`src/rtl/div_seq_pkg.sv`:
```
// Shared types, widths and sign helpers for the multi-cycle DIV/DIVU sequencer.
package div_seq_pkg;

    localparam int REG_W  = 32;
    localparam int DREG_W = 64;
    localparam int CNT_W  = 5;

    localparam logic [REG_W-1:0] ZERO_WORD = '0;

    localparam logic DIV_RESULT_READY     = 1'b1;
    localparam logic DIV_RESULT_NOT_READY = 1'b0;
    localparam logic DIV_START            = 1'b1;
    localparam logic DIV_STOP             = 1'b0;

    typedef enum logic [1:0] {
        DIV_FREE   = 2'b00,
        DIV_BYZERO = 2'b01,
        DIV_ON     = 2'b10,
        DIV_END    = 2'b11
    } div_state_e;

    function automatic logic [REG_W-1:0] neg_if(input logic cond, input logic [REG_W-1:0] v);
        logic signed [REG_W-1:0] s;
        s = v;
        return cond ? -s : s;
    endfunction

    // Magnitude of an operand; unsigned operands pass through untouched.
    function automatic logic [REG_W-1:0] abs_op(input logic is_signed, input logic [REG_W-1:0] v);
        return neg_if(is_signed && v[REG_W-1], v);
    endfunction

endpackage

```
`src/rtl/div_step.sv`:
```
// One restoring-division iteration: trial subtract and quotient-bit select.
module div_step
    import div_seq_pkg::*;
(
    input  logic             rem_hi_i,
    input  logic [REG_W-1:0] rem_i,
    input  logic [REG_W-1:0] divisor_i,
    output logic [REG_W-1:0] rem_o,
    output logic             qbit_o
);

    logic [REG_W:0] trial;

    assign trial = {1'b0, rem_i} - {1'b0, divisor_i};

    // A set rem_hi_i means the shifted remainder already exceeds any 32-bit divisor.
    assign qbit_o = rem_hi_i | ~trial[REG_W];
    assign rem_o  = qbit_o ? trial[REG_W-1:0] : rem_i;

endmodule

```
`src/rtl/div_seq.sv`:
```
// Multi-cycle signed/unsigned 32-bit divider returning {remainder, quotient}.
module div_seq
    import div_seq_pkg::*;
(
    input  logic              clk,
    input  logic              rst,
    input  logic              signed_div_i,
    input  logic [REG_W-1:0]  opdata1_i,
    input  logic [REG_W-1:0]  opdata2_i,
    input  logic              start_i,
    input  logic              annul_i,
    output logic [DREG_W-1:0] result_o,
    output logic              ready_o
);

    div_state_e        state_q;
    logic [CNT_W-1:0]  cnt_q;
    logic [2*REG_W:0]  work_q;
    logic [REG_W-1:0]  divisor_q;
    logic              dvd_neg_q;
    logic              dsr_neg_q;
    logic              signed_q;
    logic [DREG_W-1:0] result_q;
    logic              ready_q;

    logic [REG_W-1:0]  step_rem;
    logic              step_qbit;
    logic [2*REG_W:0]  work_d;
    logic [REG_W-1:0]  quo_fix;
    logic [REG_W-1:0]  rem_fix;

    // work_q = {partial remainder (33b, incl. next dividend bit), dividend/quotient shift, qbit}
    div_step u_step (
        .rem_hi_i  (work_q[2*REG_W]),
        .rem_i     (work_q[2*REG_W-1:REG_W]),
        .divisor_i (divisor_q),
        .rem_o     (step_rem),
        .qbit_o    (step_qbit)
    );

    assign work_d  = {step_rem, work_q[REG_W-1:0], step_qbit};
    assign quo_fix = neg_if(signed_q && (dvd_neg_q ^ dsr_neg_q), work_d[REG_W-1:0]);
    assign rem_fix = neg_if(signed_q && dvd_neg_q, work_d[2*REG_W:REG_W+1]);

    always_ff @(posedge clk or negedge rst) begin
        if (!rst) begin
            state_q   <= DIV_FREE;
            cnt_q     <= '0;
            work_q    <= '0;
            divisor_q <= ZERO_WORD;
            dvd_neg_q <= 1'b0;
            dsr_neg_q <= 1'b0;
            signed_q  <= 1'b0;
            result_q  <= '0;
            ready_q   <= DIV_RESULT_NOT_READY;
        end else begin
            case (state_q)
                DIV_FREE: begin
                    ready_q  <= DIV_RESULT_NOT_READY;
                    result_q <= '0;
                    if (start_i == DIV_START && !annul_i) begin
                        if (opdata2_i == ZERO_WORD) begin
                            state_q <= DIV_BYZERO;
                        end else begin
                            state_q   <= DIV_ON;
                            cnt_q     <= '0;
                            work_q    <= {ZERO_WORD, abs_op(signed_div_i, opdata1_i), 1'b0};
                            divisor_q <= abs_op(signed_div_i, opdata2_i);
                            dvd_neg_q <= opdata1_i[REG_W-1];
                            dsr_neg_q <= opdata2_i[REG_W-1];
                            signed_q  <= signed_div_i;
                        end
                    end
                end
                DIV_BYZERO: begin
                    state_q  <= DIV_END;
                    work_q   <= '0;
                    result_q <= '0;
                end
                DIV_ON: begin
                    if (annul_i) begin
                        state_q <= DIV_FREE;
                        ready_q <= DIV_RESULT_NOT_READY;
                    end else begin
                        work_q <= work_d;
                        cnt_q  <= cnt_q + 1'b1;
                        if (cnt_q == CNT_W'(REG_W - 1)) begin
                            state_q  <= DIV_END;
                            result_q <= {rem_fix, quo_fix};
                            ready_q  <= DIV_RESULT_READY;
                        end
                    end
                end
                DIV_END: begin
                    if (start_i == DIV_STOP || annul_i) begin
                        state_q  <= DIV_FREE;
                        ready_q  <= DIV_RESULT_NOT_READY;
                        result_q <= '0;
                    end else begin
                        ready_q  <= DIV_RESULT_READY;
                    end
                end
                default: state_q <= DIV_FREE;
            endcase
        end
    end

    assign result_o = result_q;
    assign ready_o  = ready_q;

endmodule

```
`config.mk`:
```
export PLATFORM = sky130hd
export DESIGN_NAME = div_seq
export DESIGN_NICKNAME = d
export VERILOG_FILES = /design/src/rtl/div_seq_pkg.sv /design/src/rtl/div_step.sv /design/src/rtl/div_seq.sv
export SDC_FILE = /design/constraint.sdc
export NUM_CORES = 1
export LEC_CHECK = 0
export CORE_MARGIN = 1
export CORE_UTILIZATION = 45
export DETAILED_ROUTE_END_ITERATION = 8
export PLACE_DENSITY_LB_ADDON = 0.1
export SLEW_MARGIN = 20
export SYNTH_ARGS = -nofsm -noshare
export SYNTH_HDL_FRONTEND = slang
export SYNTH_SLANG_ARGS = --single-unit
```
`constraint.sdc`:
```
create_clock -name clk -period 6 [get_ports clk]
set_clock_uncertainty 0.1 [all_clocks]
set_input_delay 1.2 -clock clk [delete_from_list [all_inputs] [get_ports clk]]
set_output_delay 1.2 -clock clk [all_outputs]
set_load 0.05 [all_outputs]
```
Word level (Yosys, flattened, before mapping)
Index checks and enable logic that the tools add are counted.

Output and inout bits: 65. Memories: 0. Bits in writable memories: 0. Word-level logic and storage cells: 76. Bits in read-only memories: 0. Bits in latches: 0. Bits in registers: 172. Input bits: 69.

Equality and inequality tests: 10. Muxes and demuxes: 27. Bitwise logic cells: 5. Multipliers: 0. Reduce and logical (&&, ||, !) cells: 19. Order comparisons: 0. Shifts and indexed selects: 0. Divide/modulo/power cells: 0. $add $sub $neg: 6.

Operators with widths (number): 2-to-1 mux 65 bit (3); one-hot mux 65 bit (3 select lines) (1); 2-to-1 mux 64 bit (3); one-hot mux 64 bit (3 select lines) (1); 2-to-1 mux 32 bit (5); negator 32 bit (4); subtractor 32 x 32 -> 33 bit (1); logical NOT 32 bit (1); 2-to-1 mux 5 bit (3); 2-to-1 mux 2 bit (5); inequality test 2 bit (second input constant) (5); one-hot mux 5 bit (2 select lines) (1); AND reduction 3 bit (3); one-hot mux 2 bit (4 select lines) (1); AND reduction 4 bit (2); nonzero test 3 bit (2); adder 5 x 1 -> 5 bit (second input constant) (1); == test 5 bit (second input constant) (1); logical AND 1 bit (5); == test 2 bit (second input constant) (2); 2-to-1 mux 1 bit (3); inequality test 3 bit (second input constant) (1); inverter 1 bit (3); one-hot mux 1 bit (3 select lines) (1); 9 further kinds (9).

Longest topological paths before layout
Depth in word-level cells: 9. Gate-level depth with buffers: 25. Mapped depth without buffers: 21.

Cells and area by module
Synthesis repeated with hierarchy kept, for this count alone.

Cell total of the unflattened synthesis: 1454. Area, all modules: 12027.8 um^2.

By module, submodules not included: div_seq (cells each 1120, area an instance 9917.0 um^2, instances 1, sequential area each 4304.1 um^2); div_step (cells each 334, area an instance 2110.8 um^2, instances 1, sequential area each 0.0 um^2).

Least setup slack after synthesis
OpenSTA, ideal clock, no wires.

Kind: register to register. From: register work_q[32]. To: register result_q[62] (netlist: result_o[62]). Required time: 5817 ps. Buffers on the path: 4. Cell stages (with the launch flop): 26. Arrival time: 4872 ps. Period minus slack after synthesis: 5054 ps. Setup slack: 946 ps. Path through: dfrtp_1 inv_1 ha_1 fa_1 and2b_1 o21ai_2 a31o_2 o311ai_4 a21o_4 buf_6 buf_6 clkbuf_1 clkbuf_1 nand2_1 o21ai_0 ha_1 nand2_1 nor3_1 nand3_1 a211oi_1 a41o_1 o221ai_1 nor4_2 a31oi_1 xnor2_1 o21ai_0.

Longest elaborated chain between the ends: 9.

Ends and longest elaborated chain: start, declared (RTL line div_seq.sv:18) `logic [2*REG_W:0] work_q;`; start signal, assigned (RTL line div_seq.sv:67) `work_q <= {ZERO_WORD, abs_op(signed_div_i, opdata1_i), 1'b0};`; start signal, assigned (RTL line div_seq.sv:85) `work_q <= work_d;`; subtractor 32 x 32 -> 33 bit (RTL line div_step.sv:14) `assign trial = {1'b0, rem_i} - {1'b0, divisor_i};`; inverter 1 bit (RTL line div_step.sv:17) `assign qbit_o = rem_hi_i | ~trial[REG_W];`; OR 1 bit (RTL line div_step.sv:17); 2-to-1 mux 32 bit (*) (RTL line div_step.sv:18) `assign rem_o = qbit_o ? trial[REG_W-1:0] : rem_i;`; negator 32 bit (RTL line div_seq_pkg.sv:25) `return cond ? -s : s;`; 2-to-1 mux 32 bit (*) (RTL line div_seq_pkg.sv:25); 2-to-1 mux 64 bit (*) (RTL line div_seq.sv:87) `if (cnt_q == CNT_W'(REG_W - 1)) begin`; 2-to-1 mux 64 bit (*) (RTL line div_seq.sv:81) `if (annul_i) begin`; one-hot mux 64 bit (3 select lines) (*) (RTL line div_seq.sv:57) `case (state_q)`; end signal, assigned (RTL line div_seq.sv:89) `result_q <= {rem_fix, quo_fix};`; end, declared (RTL line div_seq.sv:23) `logic [DREG_W-1:0] result_q;`.

Mark *: on every way between the ends. The rest lies on a longest branch, timed or not. The select of a mux whose other input is x is not followed. A chain may end at the register's enable or synchronous reset.

Worst setup path after layout
From: register divisor_q[0]. To: register result_q[62] (netlist: result_o[62]).

Longest elaborated chain between the ends: 9.

Ends and longest elaborated chain: start, declared (RTL line div_seq.sv:19) `logic [REG_W-1:0] divisor_q;`; start signal, assigned (RTL line div_seq.sv:68) `divisor_q <= abs_op(signed_div_i, opdata2_i);`; subtractor 32 x 32 -> 33 bit (*) (RTL line div_step.sv:14); inverter 1 bit (RTL line div_step.sv:17); OR 1 bit (RTL line div_step.sv:17); 2-to-1 mux 32 bit (*) (RTL line div_step.sv:18); negator 32 bit (RTL line div_seq_pkg.sv:25); 2-to-1 mux 32 bit (*) (RTL line div_seq_pkg.sv:25); 2-to-1 mux 64 bit (*) (RTL line div_seq.sv:87); 2-to-1 mux 64 bit (*) (RTL line div_seq.sv:81); one-hot mux 64 bit (3 select lines) (*) (RTL line div_seq.sv:57).

Marked as above.

==> results list <==
- Prior to clock tree synthesis, the placed netlist has a worst setup slack of about 0.84 ns.
* Vert. Die Dim: 165.8 um
- Final #Nets: 1,673
- Met3 WL: 2148 um
- Register bit count reported by yosys: 172
* Number of global-route vias before repair: 10,050
- The worst setup path is captured at a flop.
- Sequential cell area in the final layout: 4304 um^2
- Area growth syn-to-layout: 17.71%
* Count of port buffers added during placement: 133
- In the final routed layout, each cell accounts on average for 17.87 um.
* Async set-reset flop share out of synthesis: 100.0%
* Floorplan Core Area: around 26,000 um^2
* DRT Wirelength: 34,080 um
- The library cell used most frequently in the layout, excluding fill and tap cells, is sky130_fd_sc_hd__nand2_1.
* Final setup violating endpoints: 0
- Final Max Tran Viols: 0
- In the layout the commonest cells are sky130_fd_sc_hd__nand2_1 (215), sky130_fd_sc_hd__o21ai_0 (172), sky130_fd_sc_hd__dfrtp_1 (172).
- For the worst setup path, the data arrival time is 5.18 ns.
* Leading register cell type out of synthesis: sky130_fd_sc_hd__dfrtp_1
* Number of distinct library cell variants in the gate-level netlist after synthesis: 87
- For the worst flop-to-flop path, the logic depth is 17.
- By startpoint and endpoint, the worst setup path is classified as flop to flop.
- Number of cells upsized or downsized after cts: 0
- Counting I/O delays and the setup requirement, the final critical path takes just under 5 ns.
- Buffers added to address setup during post-CTS repair amount to 0.
- At the pin with the least slew margin, the transition time is 1.022 ns.
* Sequential share of the synthesized area: 35.67%
* Worst hold path type: flop to flop
- Latest clock arrival within the worst-skew pair: 0.44 ns
- Data on the critical path is required at its endpoint by 6.25 ns.
* Effective utilization at floorplan: 46.04%
- Number of buffers created by CTS: 17
* Utilization of the core after routing: 54.20%
- The first routing iteration left 926 violations.
- In this run the tightest slew margin relative to its limit is 31.85%.
- PnR worst setup slack: 1.072 ns
- TritonCTS clock tree: built
* CTS sink count: 172
- Final-layout setup total negative slack: 0 ns
* Maximum number of pins on one net before global-route repair: 81
- Cells with a size suffix above 1 make up roughly 6.6% of the layout.
- The number of antenna violations at the first check in global routing was 0.
* CTS H-tree lvls: 4
- Hold Path Stages: 2
- The number of hold buffers added after CTS was 0.
- In this run the horizontal extent of the chip is about 170 um.
- Filler Cells Inserted: 2,477
- Along the worst path, the maximum fanout reaches 52.
- The repair_antennas step left the layout with diodes totalling 0.
- Met1 wire length: ~18,000 um
- For this run, design rule violations remaining after detail routing come to 11.
* Dpl hpwl: 25,360 um
* Uppermost signal routing layer after detailed routing: met4
- Length of routed met2 wiring: approximately 14,000 um
- The finished cells cover 14,200 um^2.
- Summed over all cells, the static leakage comes to 5.923 nW.
- Dpl cell area: 13,610 um^2
- After clock tree synthesis, the clock-pin slew on the worst setup and hold paths is ~0.07 ns.
- Boundary pin count: between 100 and 150
* Violations in the final reports: DRC
- Post-DRT Antenna Nets: 0
- For this run, the number of Yosys warnings is 0.
- Derived from the worst setup path, the maximum achievable clock frequency is 0.2029 GHz.
- After synthesis, the largest area contributor takes up 35.67% of total cell area.
* Fraction of the cycle the final worst path needs: between 80% and 90%
- Synthesis handed over a netlist of around 1,500 instances.
- Vias: around 11,000
- Mapped Nets: 1,576
* Final Total Pwr: 6.081 mW
- RSZ-0062 raised after global routing: no
- Maximum ir drop on the vdd rail: 513.0 uV
* Global-route total usage across every layer: around a quarter
- After synthesis, the mean cell area works out to a little over 8 um^2.
- After synthesis the cells add up to ~12,000 um^2.
- STA classifies the critical path startpoint as a flop.
- Post-synth EDFFs: 0
- Root buffer selected by CTS: sky130_fd_sc_hd__clkbuf_16
* Final Hold Fails: 0
- The first detailed-routing pass ran for 9 iterations.
- Dominant cells by area after synthesis: sky130_fd_sc_hd__dfrtp_1 (36%), sky130_fd_sc_hd__o21ai_0 (7.1%), sky130_fd_sc_hd__nand2_1 (6.7%), sky130_fd_sc_hd__xor2_1 (6.0%), sky130_fd_sc_hd__a21oi_1 (4.7%)
- Top cell type by total area after synthesis: sky130_fd_sc_hd__dfrtp_1
- For this design the ratio of total power to cell area is 428.1 nW/um^2.
- Across the run, the number of max-cap violations was 0.
- Die Area: 27,470 um^2
* First-pass GRT wire length: 55,720 um
- Number of rows created at floorplan: 59
- The run finished, with violations left.
- Final weighted congestion of routability-driven global placement: approximately 0.92
- After detailed routing, the number of vias per cell comes to between 5 and 6.
* Multi-input gate area: 7171 um^2
- Largest buffer count on any clock path: 2
- After global routing the overflow that remains totals 0.
[cell families after synthesis]
| family | count (synthesis) | share of synthesized area, % |
|---|---|---|
| and+or+nand+nor | 484 | 18.69 |
| DFF | 172 | 35.67 |
| AOI/OAI and AO/OA | 468 | 24.55 |
| muxes | 12 | 1.027 |
| xor gates and xnor gates | 143 | 10.38 |
| adders and majority gates | 45 | 4.728 |
| buffers and inverters | 138 | 4.957 |
[metrics by stage]
stage	hold slack, ns	cells
2_1_floorplan	0.3498	1462
3_3_place_gp	0.3607	1875
3_5_place_dp	0.3707	1875
4_1_cts	0.3868	1907
5_1_grt	0.4063	1907
6_report	0.3809	1907
[metal layers]
metal | up-vias | global-route usage (%)
met4 | 0 | 5.201
li1 | 5367 | -
met3 | 18 | 3.051
met5 | - | 0
met2 | 316 | 35.39
met1 | 5182 | 40.79
[layout make-up]
cell class,count,share of cell area [%]
Clock buffer,19,3.118
Clock inverter,13,1.039
Inverter,64,1.691
Multi-Input combinational cell,1152,50.48
Sequential cell,172,30.30
Tap cell,335,2.951
Timing Repair Buffer,152,10.41
[power by group]
group	internal, mW	leakage [nW]	switching, mW
Sequential	1.50	2.24	0.275
Combinational	1.08	3.40	2.08
Clock	0.604	0.284	0.546
Total	3.18	5.92	2.90
[synthesized netlist by cell type (all sizes together) (3+ instances only)]
| master | instances |
|---|---|
| o2111ai | 3 |
| a31o | 3 |
| or2 | 7 |
| ha | 44 |
| nor4 | 20 |
| a211oi | 9 |
| a21oi | 119 |
| o31ai | 17 |
| mux2i | 9 |
| o211ai | 5 |
| nand3 | 16 |
| nand4 | 8 |
| a22oi | 29 |
| and3 | 7 |
| o41ai | 9 |
| clkbuf | 52 |
| a31oi | 20 |
| or4 | 13 |
| xnor2 | 61 |
| a32oi | 3 |
| o21a | 9 |
| and2 | 15 |
| o22ai | 7 |
| a2111oi | 4 |
| nand2b | 6 |
| nand2 | 220 |
| nor3 | 35 |
| a21o | 11 |
| nor2b | 4 |
| a21boi | 7 |
| mux2 | 3 |
| a22o | 5 |
| o21ai | 182 |
| xor2 | 82 |
| inv | 64 |
| buf | 22 |
| or3 | 17 |
| nor2 | 111 |
| dfrtp | 172 |
| o31a | 5 |
[sequential cells by signal, indices dropped and copies added (netlist names)]
register   flops
work_q        65
ready_o        1
divisor_q     32
dvd_neg_q      1
cnt_q          5
dsr_neg_q      1
state_q        2
signed_q       1
result_o      64
[final timing paths]
| check | slack, ns | start | endpoint |
|---|---|---|---|
| worst max-delay path | 1.07 | divisor_q[0]$_DFFE_PN0P_ | result_o[62]$_DFFE_PN0P_ |
| worst min-delay path | 0.38 | result_o[53]$_DFFE_PN0P_ | result_o[53]$_DFFE_PN0P_ |
| worst max register to register | 1.07 | divisor_q[0]$_DFFE_PN0P_ | result_o[62]$_DFFE_PN0P_ |
| worst min register to register | 0.38 | result_o[53]$_DFFE_PN0P_ | result_o[53]$_DFFE_PN0P_ |
| max in group asynchronous | 4.14 | rst | result_o[52]$_DFFE_PN0P_ |
| min in group asynchronous | 0.54 | rst | divisor_q[7]$_DFFE_PN0P_ |
[worst max-delay path, cell delays in order (launching register included)]
cell and delay (ns):
sky130_fd_sc_hd__dfrtp_1 0.39, sky130_fd_sc_hd__ha_1 0.23, sky130_fd_sc_hd__fa_1 0.43, sky130_fd_sc_hd__and2b_1 0.25, sky130_fd_sc_hd__o21ai_2 0.09, sky130_fd_sc_hd__a31o_2 0.29, sky130_fd_sc_hd__o311ai_4 0.44, sky130_fd_sc_hd__a21o_4 0.20
sky130_fd_sc_hd__buf_4 0.48, sky130_fd_sc_hd__inv_2 0.27, sky130_fd_sc_hd__buf_4 0.29, sky130_fd_sc_hd__nor3_1 0.30, sky130_fd_sc_hd__o221ai_1 0.26, sky130_fd_sc_hd__nor4_2 0.21, sky130_fd_sc_hd__buf_4 0.16, sky130_fd_sc_hd__a31oi_1 0.09
sky130_fd_sc_hd__xnor2_1 0.15, sky130_fd_sc_hd__o21ai_0 0.17
(Power assumes the default switching activity.)
